--- src/rtl/seq_det_arbiter.sv ---
// Round-robin time-sharing of one 1001 Moore detector among NREQ bit streams.
// Optional build macro SEQ_ARB_FIXED_PRI_EN selects fixed lowest-index priority.
module seq_det_arbiter #(
  parameter int NREQ  = 4,
  parameter int IDW   = 2,
  parameter int BURST = 16,
  parameter int CNT_W = 8
) (
  input  logic             clock,
  input  logic             reset,
  input  logic [NREQ-1:0]  req,
  input  logic [NREQ-1:0]  x_in,
  output logic [NREQ-1:0]  gnt,
  output logic             det_reset,
  output logic             det_x,
  input  logic             det_z,
  output logic             busy,
  output logic             done,
  output logic [IDW-1:0]   done_id,
  output logic [CNT_W-1:0] match_cnt
);

  typedef enum logic [1:0] {
    IDLE  = 2'd0,
    RUN   = 2'd1,
    DRAIN = 2'd2
  } state_t;

  state_t           state_q, state_d;
  logic [NREQ-1:0]  gnt_q, gnt_d;
  logic [IDW-1:0]   g_q, g_d;
  logic [7:0]       cnt_q, cnt_d;
  logic [CNT_W-1:0] acc_q, acc_d;
  logic             valid_q, valid_d;
  logic             det_reset_q, det_reset_d;
  logic             done_q, done_d;
  logic [IDW-1:0]   done_id_q, done_id_d;
  logic [CNT_W-1:0] match_cnt_q, match_cnt_d;
  logic [IDW-1:0]   win;
  logic             consume;
  logic             hit;

`ifndef SEQ_ARB_FIXED_PRI_EN
  logic [IDW-1:0]   ptr_q, ptr_d;
  logic             found;
`endif

  assign consume   = (state_q == RUN) && |(gnt_q & req);
  assign hit       = valid_q & det_z;
  assign gnt       = gnt_q;
  assign det_x     = |(gnt_q & x_in);
  assign det_reset = det_reset_q;
  assign busy      = (state_q != IDLE);
  assign done      = done_q;
  assign done_id   = done_id_q;
  assign match_cnt = match_cnt_q;

  // Winner selection: the search order starts just after the last grant.
  always_comb begin
    win = '0;
`ifdef SEQ_ARB_FIXED_PRI_EN
    for (int k = NREQ - 1; k >= 0; k--) begin
      if (req[k]) win = IDW'(k);
    end
`else
    found = 1'b0;
    for (int k = 1; k <= NREQ; k++) begin
      if (!found && req[(int'(ptr_q) + k) % NREQ]) begin
        win   = IDW'((int'(ptr_q) + k) % NREQ);
        found = 1'b1;
      end
    end
`endif
  end

  // Next-state logic for the IDLE/RUN/DRAIN burst controller.
  always_comb begin
    state_d     = state_q;
    gnt_d       = gnt_q;
    g_d         = g_q;
    cnt_d       = cnt_q;
    acc_d       = acc_q + CNT_W'(hit);
    valid_d     = 1'b0;
    det_reset_d = det_reset_q;
    done_d      = 1'b0;
    done_id_d   = done_id_q;
    match_cnt_d = match_cnt_q;
`ifndef SEQ_ARB_FIXED_PRI_EN
    ptr_d       = ptr_q;
`endif
    unique case (state_q)
      IDLE: begin
        if (|req) begin
          state_d     = RUN;
          gnt_d       = NREQ'(1) << win;
          g_d         = win;
          cnt_d       = '0;
          acc_d       = '0;
          det_reset_d = 1'b0;
`ifndef SEQ_ARB_FIXED_PRI_EN
          ptr_d       = win;
`endif
        end
      end
      RUN: begin
        valid_d = consume;
        if (consume) cnt_d = cnt_q + 8'd1;
        if (!consume || cnt_q == 8'(BURST - 1)) begin
          state_d = DRAIN;
          gnt_d   = '0;
        end
      end
      DRAIN: begin
        state_d     = IDLE;
        det_reset_d = 1'b1;
        done_d      = 1'b1;
        done_id_d   = g_q;
        match_cnt_d = acc_d;
      end
      default: begin
        state_d     = IDLE;
        gnt_d       = '0;
        det_reset_d = 1'b1;
      end
    endcase
  end

  // State and output registers; reset discards any partial burst.
  always_ff @(posedge clock or posedge reset) begin
    if (reset) begin
      state_q     <= IDLE;
      gnt_q       <= '0;
      g_q         <= '0;
      cnt_q       <= '0;
      acc_q       <= '0;
      valid_q     <= 1'b0;
      det_reset_q <= 1'b1;
      done_q      <= 1'b0;
      done_id_q   <= '0;
      match_cnt_q <= '0;
`ifndef SEQ_ARB_FIXED_PRI_EN
      ptr_q       <= IDW'(NREQ - 1);
`endif
    end else begin
      state_q     <= state_d;
      gnt_q       <= gnt_d;
      g_q         <= g_d;
      cnt_q       <= cnt_d;
      acc_q       <= acc_d;
      valid_q     <= valid_d;
      det_reset_q <= det_reset_d;
      done_q      <= done_d;
      done_id_q   <= done_id_d;
      match_cnt_q <= match_cnt_d;
`ifndef SEQ_ARB_FIXED_PRI_EN
      ptr_q       <= ptr_d;
`endif
    end
  end

endmodule
--- config.mk ---
export PLATFORM = sky130hd
export DESIGN_NAME = seq_det_arbiter
export DESIGN_NICKNAME = d
export VERILOG_FILES = /design/src/rtl/seq_det_arbiter.sv
export SDC_FILE = /design/constraint.sdc
export NUM_CORES = 1
export LEC_CHECK = 0
export CORE_AREA = 2 2 62 64
export DETAILED_ROUTE_END_ITERATION = 16
export DIE_AREA = 0 0 64 66
export PLACE_DENSITY = 0.75
export RECOVER_POWER = 100
export SKIP_LAST_GASP = 1
export SLEW_MARGIN = 25
export SYNTH_ARGS = -nofsm -noshare
export SYNTH_HDL_FRONTEND = slang
export SYNTH_SLANG_ARGS = --single-unit
--- constraint.sdc ---
create_clock -name clock -period 1.8 [get_ports clock]
set_clock_uncertainty 0.1 [all_clocks]
set_input_delay 0.36 -clock clock [delete_from_list [all_inputs] [get_ports clock]]
set_output_delay 0.36 -clock clock [all_outputs]
set_load 0.01 [all_outputs]
== Yosys cells after proc, flatten, opt, wreduce, memory -nomap -nowiden ==
Index checks and enable logic that the tools add are counted.
W data, S select, Z words.

* Output and inout bits: 18
* Register bits: 39
* Logic and storage cells: 95
* Input port bits: 11

* Eq/ne operators: 6
* Bitwise logic cells: 9
* Reduce and logical (&&, ||, !) cells: 24
* $add $sub $neg: 6
* Muxes and demuxes: 34
* Magnitude comparators: 4
* Shift-type cells: 1

{| class="wikitable"
|+ Operators with widths
! operator !! count
|-
| $mux W8 || 4
|-
| $lt A3 B4 Y1 const B || 4
|-
| $pmux W8 S2 || 1
|-
| $mux W1 || 14
|-
| $mux W2 || 6
|-
| $pmux W4 S3 || 1
|-
| $reduce_or A4 Y1 || 3
|-
| $add A8 B1 Y8 || 1
|-
| $add A8 B1 Y8 const B || 1
|-
| $and A4 B4 Y4 || 2
|-
| $bmux W1 S2 || 4
|-
| $eq A8 B4 Y1 const B || 1
|-
| $mux W4 || 2
|-
| $reduce_or A2 Y1 || 4
|-
| $reduce_and A2 Y1 || 3
|-
| $reduce_and A3 Y1 || 2
|-
| $add A2 B1 Y2 const B || 2
|-
| $add A2 B2 Y2 const B || 2
|-
| $and A1 B1 Y1 const A || 4
|-
| $logic_and A1 B1 Y1 || 4
|-
| $logic_not A1 Y1 || 4
|-
| $ne A2 B2 Y1 const B || 2
|-
| $pmux W2 S2 || 1
|-
| $reduce_bool A2 Y1 || 2
|-
| 9 further kinds || 10
|}

== Depth between registers and ports, before layout ==
Gate-level depths: netlist of the first run.

* Depth after elaboration: 19
* Depth in mapped cells: 7
* Gate-level depth less buffers: 7

== Least setup slack after synthesis of the first run ==
No wires, ideal clock.

* Kind: register to register
* From: register cnt_q[6]
* To: register gnt_q[2] (netlist: gnt[2])
* Stages on the path, launching flop included: 5
* Path slack: 0.213 ns
* Arrival time: 1.366 ns
* Cells stage by stage: dfrtp_1 -> or4_1 -> nor2_2 -> o22ai_1 -> a22o_1

* Word-level cells in the longest chain between the ends: 4

{| class="wikitable"
|+ RTL lines
! what !! RTL line !! RTL
|-
| start: declaration || 32 || <nowiki>logic [7:0] cnt_q, cnt_d;</nowiki>
|-
| start signal: assignment || 148 || <nowiki>cnt_q <= cnt_d;</nowiki>
|-
| $eq A8 B4 Y1 || 108 || <nowiki>if (!consume || cnt_q == 8'(BURST - 1)) begin</nowiki>
|-
| $logic_or A1 B1 Y1 || 108 ||
|-
| $ne A2 B1 Y1 (no source line) || - ||
|-
| $reduce_and A3 Y1 (no source line) || - ||
|-
| end signal: assignment || 146 || <nowiki>gnt_q <= gnt_d;</nowiki>
|-
| end: declaration || 30 || <nowiki>logic [NREQ-1:0] gnt_q, gnt_d;</nowiki>
|}

Every way passes these cells.
A chain may end at the register's enable or synchronous reset.

== Worst setup path in the final report of the first run ==
* From: input x_in[2]
* To: output det_x

* Word-level cells in the longest chain between the ends: 2

{| class="wikitable"
|+ RTL lines
! what !! RTL line !! RTL
|-
| start: declaration || 12 || <nowiki>input logic [NREQ-1:0] x_in,</nowiki>
|-
| $and A4 B4 Y4 || 51 || <nowiki>assign det_x = |(gnt_q & x_in);</nowiki>
|-
| $reduce_or A4 Y1 || 51 ||
|-
| end: declaration || 15 || <nowiki>output logic det_x,</nowiki>
|}

Every way passes these cells.

==> metrics.md, run 1 <==
| Metric | Value |
|---|---|
| Status | complete, no violations |
| Syn Nets | 176 |
| Largest net degree at the start of global routing | 40 |
| CTS root buf | clkbuf_4 |
| PnR Total Power | 3060 uW |
| DR vias | 1365 |
| CTS tree | built |
| R2r endpoint | gnt[3] |
| Violation count after the first detailed-route iteration | 43 |
| CP Launch Point | x_in[2] |
| Worst Tran Pin Value | 905 ps |
| Logic pwr share | between 40% and 50% |
| CTS clk-pin slew, worst paths | about 110 ps |
| Worst EP required | roughly 1300 ps |
| Switching Share | 33.0% |
| Critical Path AT | between 1000 and 1500 ps |
| Yosys reg bits | 39 |
| Total number of clock tree sinks | 39 |
| Ant diodes | 0 |
| FP Rows | 22 |
| Global-route wire length before repair | 6190 um |
| Die Y | 66 um |
| Clock power frac | a little under a fifth |
| Post-synth EDFFs | 0 |
| Total CTS buffers | 5 |
| Reg2reg setup slack | 30 ps |
| YS warnings | 0 |
| PortBufs | 28 |
| Layout net count | 229 |
| P&R area growth vs syn | 34.3% |
| # setup viols final | 0 |
| Seq/Total Area, Yosys | 56.4% |
| Final Cycle Share | 98.5% |
| Slew margin rel. | 39.7% |
| Sw Pwr | a little over 1000 uW |
| Setup crit start kind | input pin |
| Hold WC Path Type | reg -> reg |
| Reg2reg path depth | 5 |
| Vias in the first global route | approximately 1400 |
| Max clock buf depth | 2 |
| Detailed Routing Iterations Pass 1 | 4 |
| Util after Layout | 65.8% |
| RSZ-0062 raised after global routing | yes |
| H-tree depth | 2 |
| Slew Limit Fails | 0 |
| Die footprint | 4220 um2 |
| Most used DFF post-synth | dfrtp_1 |
| Avg Inst Size Synth | 10.7 um2 |
| Number of I/O pins | 29 |
| Detailed placement HPWL | 2630 um |
| FILL cells | 282 |
| CP Class | in -> out |
| Peak supply drop | 0.616 mV |
| Synthesized instance count | 162 |
| Post-synth cell types | 39 |
| Mapped Area | 1740 um2 |
| Most frequent cells in the layout | dfrtp_1, clkdlybuf4s50_1, nor2_1, nand2_1, buf_4 |
| Routed Antenna Nets | 0 |
| DRC Markers | 0 |
| Grt ovf | 0 |
| Crit Path Max Fanout | 1 |
| Final GP Congestion | about 0.85 |
| Clk_lat worst skew | 350 ps |
| Final Hold Viols | 0 |
| Cell Int Power | 2050 uW |
| R2r startpoint | cnt_q[6] |
| Share of layout cells above drive strength 1 | 19.4% |
| Post-DR vias/cell | 5.17 |
| Pwr Density | around 1300 nW/um2 |
| Die X | 64 um |
| Fmax achieved | 564 MHz |
| Starting density of the core | 48.9% |
| Final WL | 3480 um |
| Gr usage total | 19.3% |
| Final Critical Period | 1770 ps |
| Most common cell after layout, fill and taps aside | dfrtp_1 |
| Synth top area cells | dfrtp_1, dfstp_2, nor2_1 |
| P_leak | 0.00112 uW |
| Ys async rst share | between 90% and 100% |
| Hold_buf cts | 0 |
| Worst Setup EP | det_x |
| Max-cap check violation count | 0 |
| Routed WL per cell | 13.2 um |
| Core box area | 3550 um2 |
| Critical Path End Type | output pin |
| Sequential group share of total power | 39.8% |
| Synth area leader | dfrtp_1 |
| Top-area cell type share of the netlist area | about 52% |
| Initial antenna violation count | 0 |
[worst min-delay path by stage]
stage / slack [ps] / from / end / cells after the start
final: 390 / match_cnt[5] / match_cnt[5] / 2
after global routing: 430 / match_cnt[0] / match_cnt[0] / 1
after CTS: 260 / reset / match_cnt[5] / 3
after detailed placement: 370 / match_cnt[5] / match_cnt[5] / 2
after global placement: 360 / match_cnt[7] / match_cnt[7] / 2
after floorplan: 350 / g_q[1] / g_q[1] / 1
[cell usage after synthesis, types with 2 or more instances]
library cell,n
nor2_1,17
xnor2_1,3
nand2b_1,4
xor2_1,4
dfstp_2,3
or4_1,2
and2_1,4
o211ai_1,3
nand4_1,2
o31ai_1,3
a22oi_1,4
clkbuf_1,4
o2bb2ai_1,2
o21ai_0,8
nand2_1,16
ha_1,3
dfrtp_1,36
mux2i_1,3
nor2b_1,2
mux2_2,4
inv_1,5
or2_1,2
nand3_1,6
a21o_1,3
a21oi_1,4
a22o_1,2
[power groups by stage]
stage               clock (uW)  sequential [uW]  combinational [uW]
floorplan                    0             1270                 561
global placement             0             1260                1160
detailed placement           0             1260                1180
CTS                        588             1230                1220
global route               645             1250                1390
finish                     580             1220                1260
[critical path, cell delays in order]
cell and delay [ps]:
clkdlybuf4s50_1 410, a22oi_1 200, nand2_1 70, dlygate4sd2_1 280
[flip-flops by register name (all words and copies together), names as in the netlist, 2 cells and up]
name and cells:
acc_q 8, cnt_q 8, done_id 2, g_q 2, gnt 4, match_cnt 8
ptr_q 2, state_q 2
[cell type report]
cell class                      instances  area (um2)  share of cell area [%]
Clock buffer                            5        37.5                    1.61
Tap cell                               48        60.1                    2.57
Sequential cell                        39         980                    42.0
Clock inverter                          3        43.8                    1.88
Timing Repair Buffer                   51         458                    19.6
Multi-Input combinational cell        113         737                    31.6
Inverter                                5        18.8                   0.804
[timing repair]
action | in CTS | in global routing
endpoints found under the hold margin | 0 | 0
gates resized for setup | 3 | 6
pin swaps | 0 | 1
setup endpoints to repair | 3 | 9
buffers inserted | 3 | 3
[logic make-up after synthesis]
| logic type | after synthesis | synth area share, % |
|---|---|---|
| and+or+nand+nor | 63 | 18.2 |
| DFF | 39 | 56.4 |
| AOI/OAI and AO/OA | 33 | 13.2 |
| buffers and inverters | 10 | 2.23 |
| xor gates and xnor gates | 7 | 3.53 |
| muxes | 7 | 4.32 |
| adders and majority gates | 3 | 2.16 |
[routing by layer]
layer	GRT usage (%)	wire length [um]	vias up
li1	-	-	674
met4	6.79	47	0
met3	6.47	122	7
met2	34.8	1840	20
met5	0	0	-
met1	21.3	1470	664
[through the flow]
step	TNS (ps)	worst slack, ps	cell area (um2)	hold slack (ps)	instances
4_1_cts	-116	-58.6	2310	259	261
2_1_floorplan	0	213	1740	346	162
3_3_place_gp	-4180	-216	2210	361	250
6_report	0	27.0	2330	389	264
3_5_place_dp	-5460	-285	2210	372	250
5_1_grt	-31.2	-31.2	2330	433	264
No activity file was read; power rests on OpenSTA's default activity.
==> run 2, diff against run 1 <==
- SKIP_LAST_GASP: 1 -> default
- TNS_END_PERCENT: default -> 20
==> run 2 against run 1 <==
Against the previous run: first-iteration DRC count shrank 12%; final area shrank 0.32%; critical path type is now reg -> reg; total power shrank 0.78%; clock power is essentially flat; non-clock buffer count shrank 1; worst setup slack gained 4.0 ps; highest routed layer unchanged; routed wire length grew 0.49%; die area is the same; combinational power is essentially flat; critical endpoint is now gnt[3]; sequential power is essentially flat; register-to-register slack is essentially flat.
==> metrics.md, run 2 (same netlist as run 1, synthesis figures left out) <==
| Metric | Value |
|---|---|
| Min Hold Slack | 389 ps (+0.0620 ps) |
| Hold_buf cts | 0 (unchanged) |
| Fmax achieved | 565 MHz (+0.22%) |
| Final setup margin | 31.0 ps (+3.97 ps) |
| Violation count after the first detailed-route iteration | 38 (-12%) |
| Global route hottest layer | met2 |
| Routed WL per cell | 13.3 um (+0.87%) |
| Worst hold stages | 2 (unchanged) |
| CP Class | reg -> reg |
| Global-route wire length before repair | 6220 um (+0.44%) |
| FILL cells | 281 (-0.35%) |
| Critical Path AT | 1910 ps (+600 ps) |
| Clk_lat worst skew | 350 ps (about the same) |
| Worst Hold Launch | match_cnt[5] |
| FP Rows | 22 (unchanged) |
| Met2 Track Usage GR | 34.9% (+0.13 points) |
| Worst EP required | 1940 ps (+600 ps) |
| # setup viols final | 0 (unchanged) |
| Detailed Routing Iterations Pass 1 | 4 (unchanged) |
| Final GP Congestion | 0.848 (unchanged) |
| CTS clk-pin slew, worst paths | 120 ps (about the same) |
| Gr usage total | 19.4% (+0.074 points) |
| Share of layout cells above drive strength 1 | 19.5% (+0.090 points) |
| Reg2reg path depth | 5 (unchanged) |
| DR vias | 1373 (+0.59%) |
| Total number of clock tree sinks | 39 (unchanged) |
| Final WL | 3500 um (+0.49%) |
| WHS Endpoint | match_cnt[5] |
| P_leak | 0.00111 uW (-0.70%) |
| Critical Path End Type | flip-flop |
| Die Y | 66 um (unchanged) |
| Most common cell after layout, fill and taps aside | dfrtp_1 |
| Slew Limit Fails | 0 (unchanged) |
| DRC Markers | 0 (unchanged) |
| CTS root buf | clkbuf_4 |
| Final Hold Viols | 0 (unchanged) |
| Vias in the first global route | 1433 (+0.070%) |
| Util after Layout | 65.5% (-0.21 points) |
| Starting density of the core | 48.9% (unchanged) |
| Core box area | 3550 um2 (unchanged) |
| Die X | 64 um (unchanged) |
| Initial antenna violation count | 0 (unchanged) |
| Slew margin rel. | 39.4% (-0.26 points) |
| Max-cap check violation count | 0 (unchanged) |
| RSZ-0062 raised after global routing | yes |
| Hold WC Path Type | reg -> reg |
| Total CTS buffers | 5 (unchanged) |
| Final Critical Period | 1770 ps (-3.97 ps) |
| CTS tree | built |
| Post-DR vias/cell | 5.22 (+0.97%) |
| P&R area growth vs syn | 33.9% |
| Status | complete, no violations |
| Layout net count | 228 (-0.44%) |
| Met1 usage | 21.4% (+0.11 points) |
| Routed Antenna Nets | 0 (unchanged) |
| R2r endpoint | gnt[3] |
| Pwr Density | 1310 nW/um2 (-0.46%) |
| Met3 Track Usage GR | 6.47% (unchanged) |
| Crit Path Max Fanout | 4 (+3) |
| Most frequent cells in the layout | dfrtp_1, clkdlybuf4s50_1, buf_4, nor2_1, nand2_1 |
| Peak supply drop | 0.566 mV (-8.1%) |
| Detailed placement HPWL | 2630 um (unchanged) |
| Grt ovf | 0 (unchanged) |
| Setup crit start kind | flip-flop |
| PnR Total Power | 3040 uW (-0.78%) |
| Number of I/O pins | 29 (unchanged) |
| Reg2reg setup slack | 30 ps (about the same) |
| Ant diodes | 0 (unchanged) |
| Worst Tran Pin Value | 908 ps (+3.92 ps) |
| CP Launch Point | cnt_q[6] |
| PortBufs | 28 (unchanged) |
| Largest net degree at the start of global routing | 40 (unchanged) |
| Pre-CTS setup slack | -285 ps (unchanged) |
| Final Cycle Share | 98.3% (-0.22 points) |
| H-tree depth | 2 (unchanged) |
| Max clock buf depth | 2 (unchanged) |
| Die footprint | 4220 um2 (unchanged) |
| R2r startpoint | cnt_q[6] |
| Setup TNS | 0 ps (unchanged) |
[run 2: changes by cell type in the layout (fill, tap and decap cells not counted)]
| cell | change |
|---|---|
| buf_4 | +3 |
| clkbuf_4 | -3 |
| dlygate4sd2_1 | +2 |
| clkbuf_1 | -1 |
| clkdlybuf4s50_1 | -1 |
| a2111oi_0 | -1 |
| dlymetal6s2s_1 | +1 |
| and2_0 | -1 |
| a2111oi_1 | +1 |
| and2_1 | +1 |
| dlymetal6s4s_1 | -2 |
[run 2: worst max-delay path: stages, from the launching register on]
cell and delay, ps:
dfrtp_1 410, or4_1 550, nor2_2 140, o22ai_1 80, buf_4 150, a22o_1 220
[run 2: cell type report]
type / count / area, um2 / share of cell area, %
clock buffers: 5 / 37.5 / 1.61
clock inverters: 3 / 43.8 / 1.88
inverters: 5 / 18.8 / 0.806
multi-input cells: 113 / 738 / 31.7
flip-flops and latches: 39 / 980 / 42.1
well taps: 48 / 60.1 / 2.58
repair buffers: 50 / 449 / 19.3
[run 2: how the worst max path moves through the flow]
stage | slack (ps) | endpoint
2_1_floorplan | 210 | gnt[2]
4_1_cts | 8 | busy
3_5_place_dp | -290 | cnt_q[6]
5_1_grt | -30 | det_x
3_3_place_gp | -220 | cnt_q[6]
6_report | 30 | gnt[3]
[run 2: routing by layer]
metal / vias to the layer above / share of wire (%)
met3: 7 / 3.9
li1: 673 / -
met1: 670 / 42
met5: - / 0
met2: 23 / 53
met4: 0 / 1.3
[run 2: timing repair]
item	CTS	global route
pin swaps	1	0
setup endpoints to repair	3	7
gates resized for setup	5	5
setup buffers	3	2
[run 2: power by group]
part / internal (uW) / switching, uW / leakage (uW)
logic: 644 / 592 / 0.000548
registers: 1090 / 131 / 0.000518
clock network: 292 / 290 / 0.0000452
[run 2: stage by stage]
stage               area [um2]  instances
finish                    2330        263
CTS                       2310        261
global route              2330        263
floorplan                 1740        162
global placement          2210        250
detailed placement        2210        250
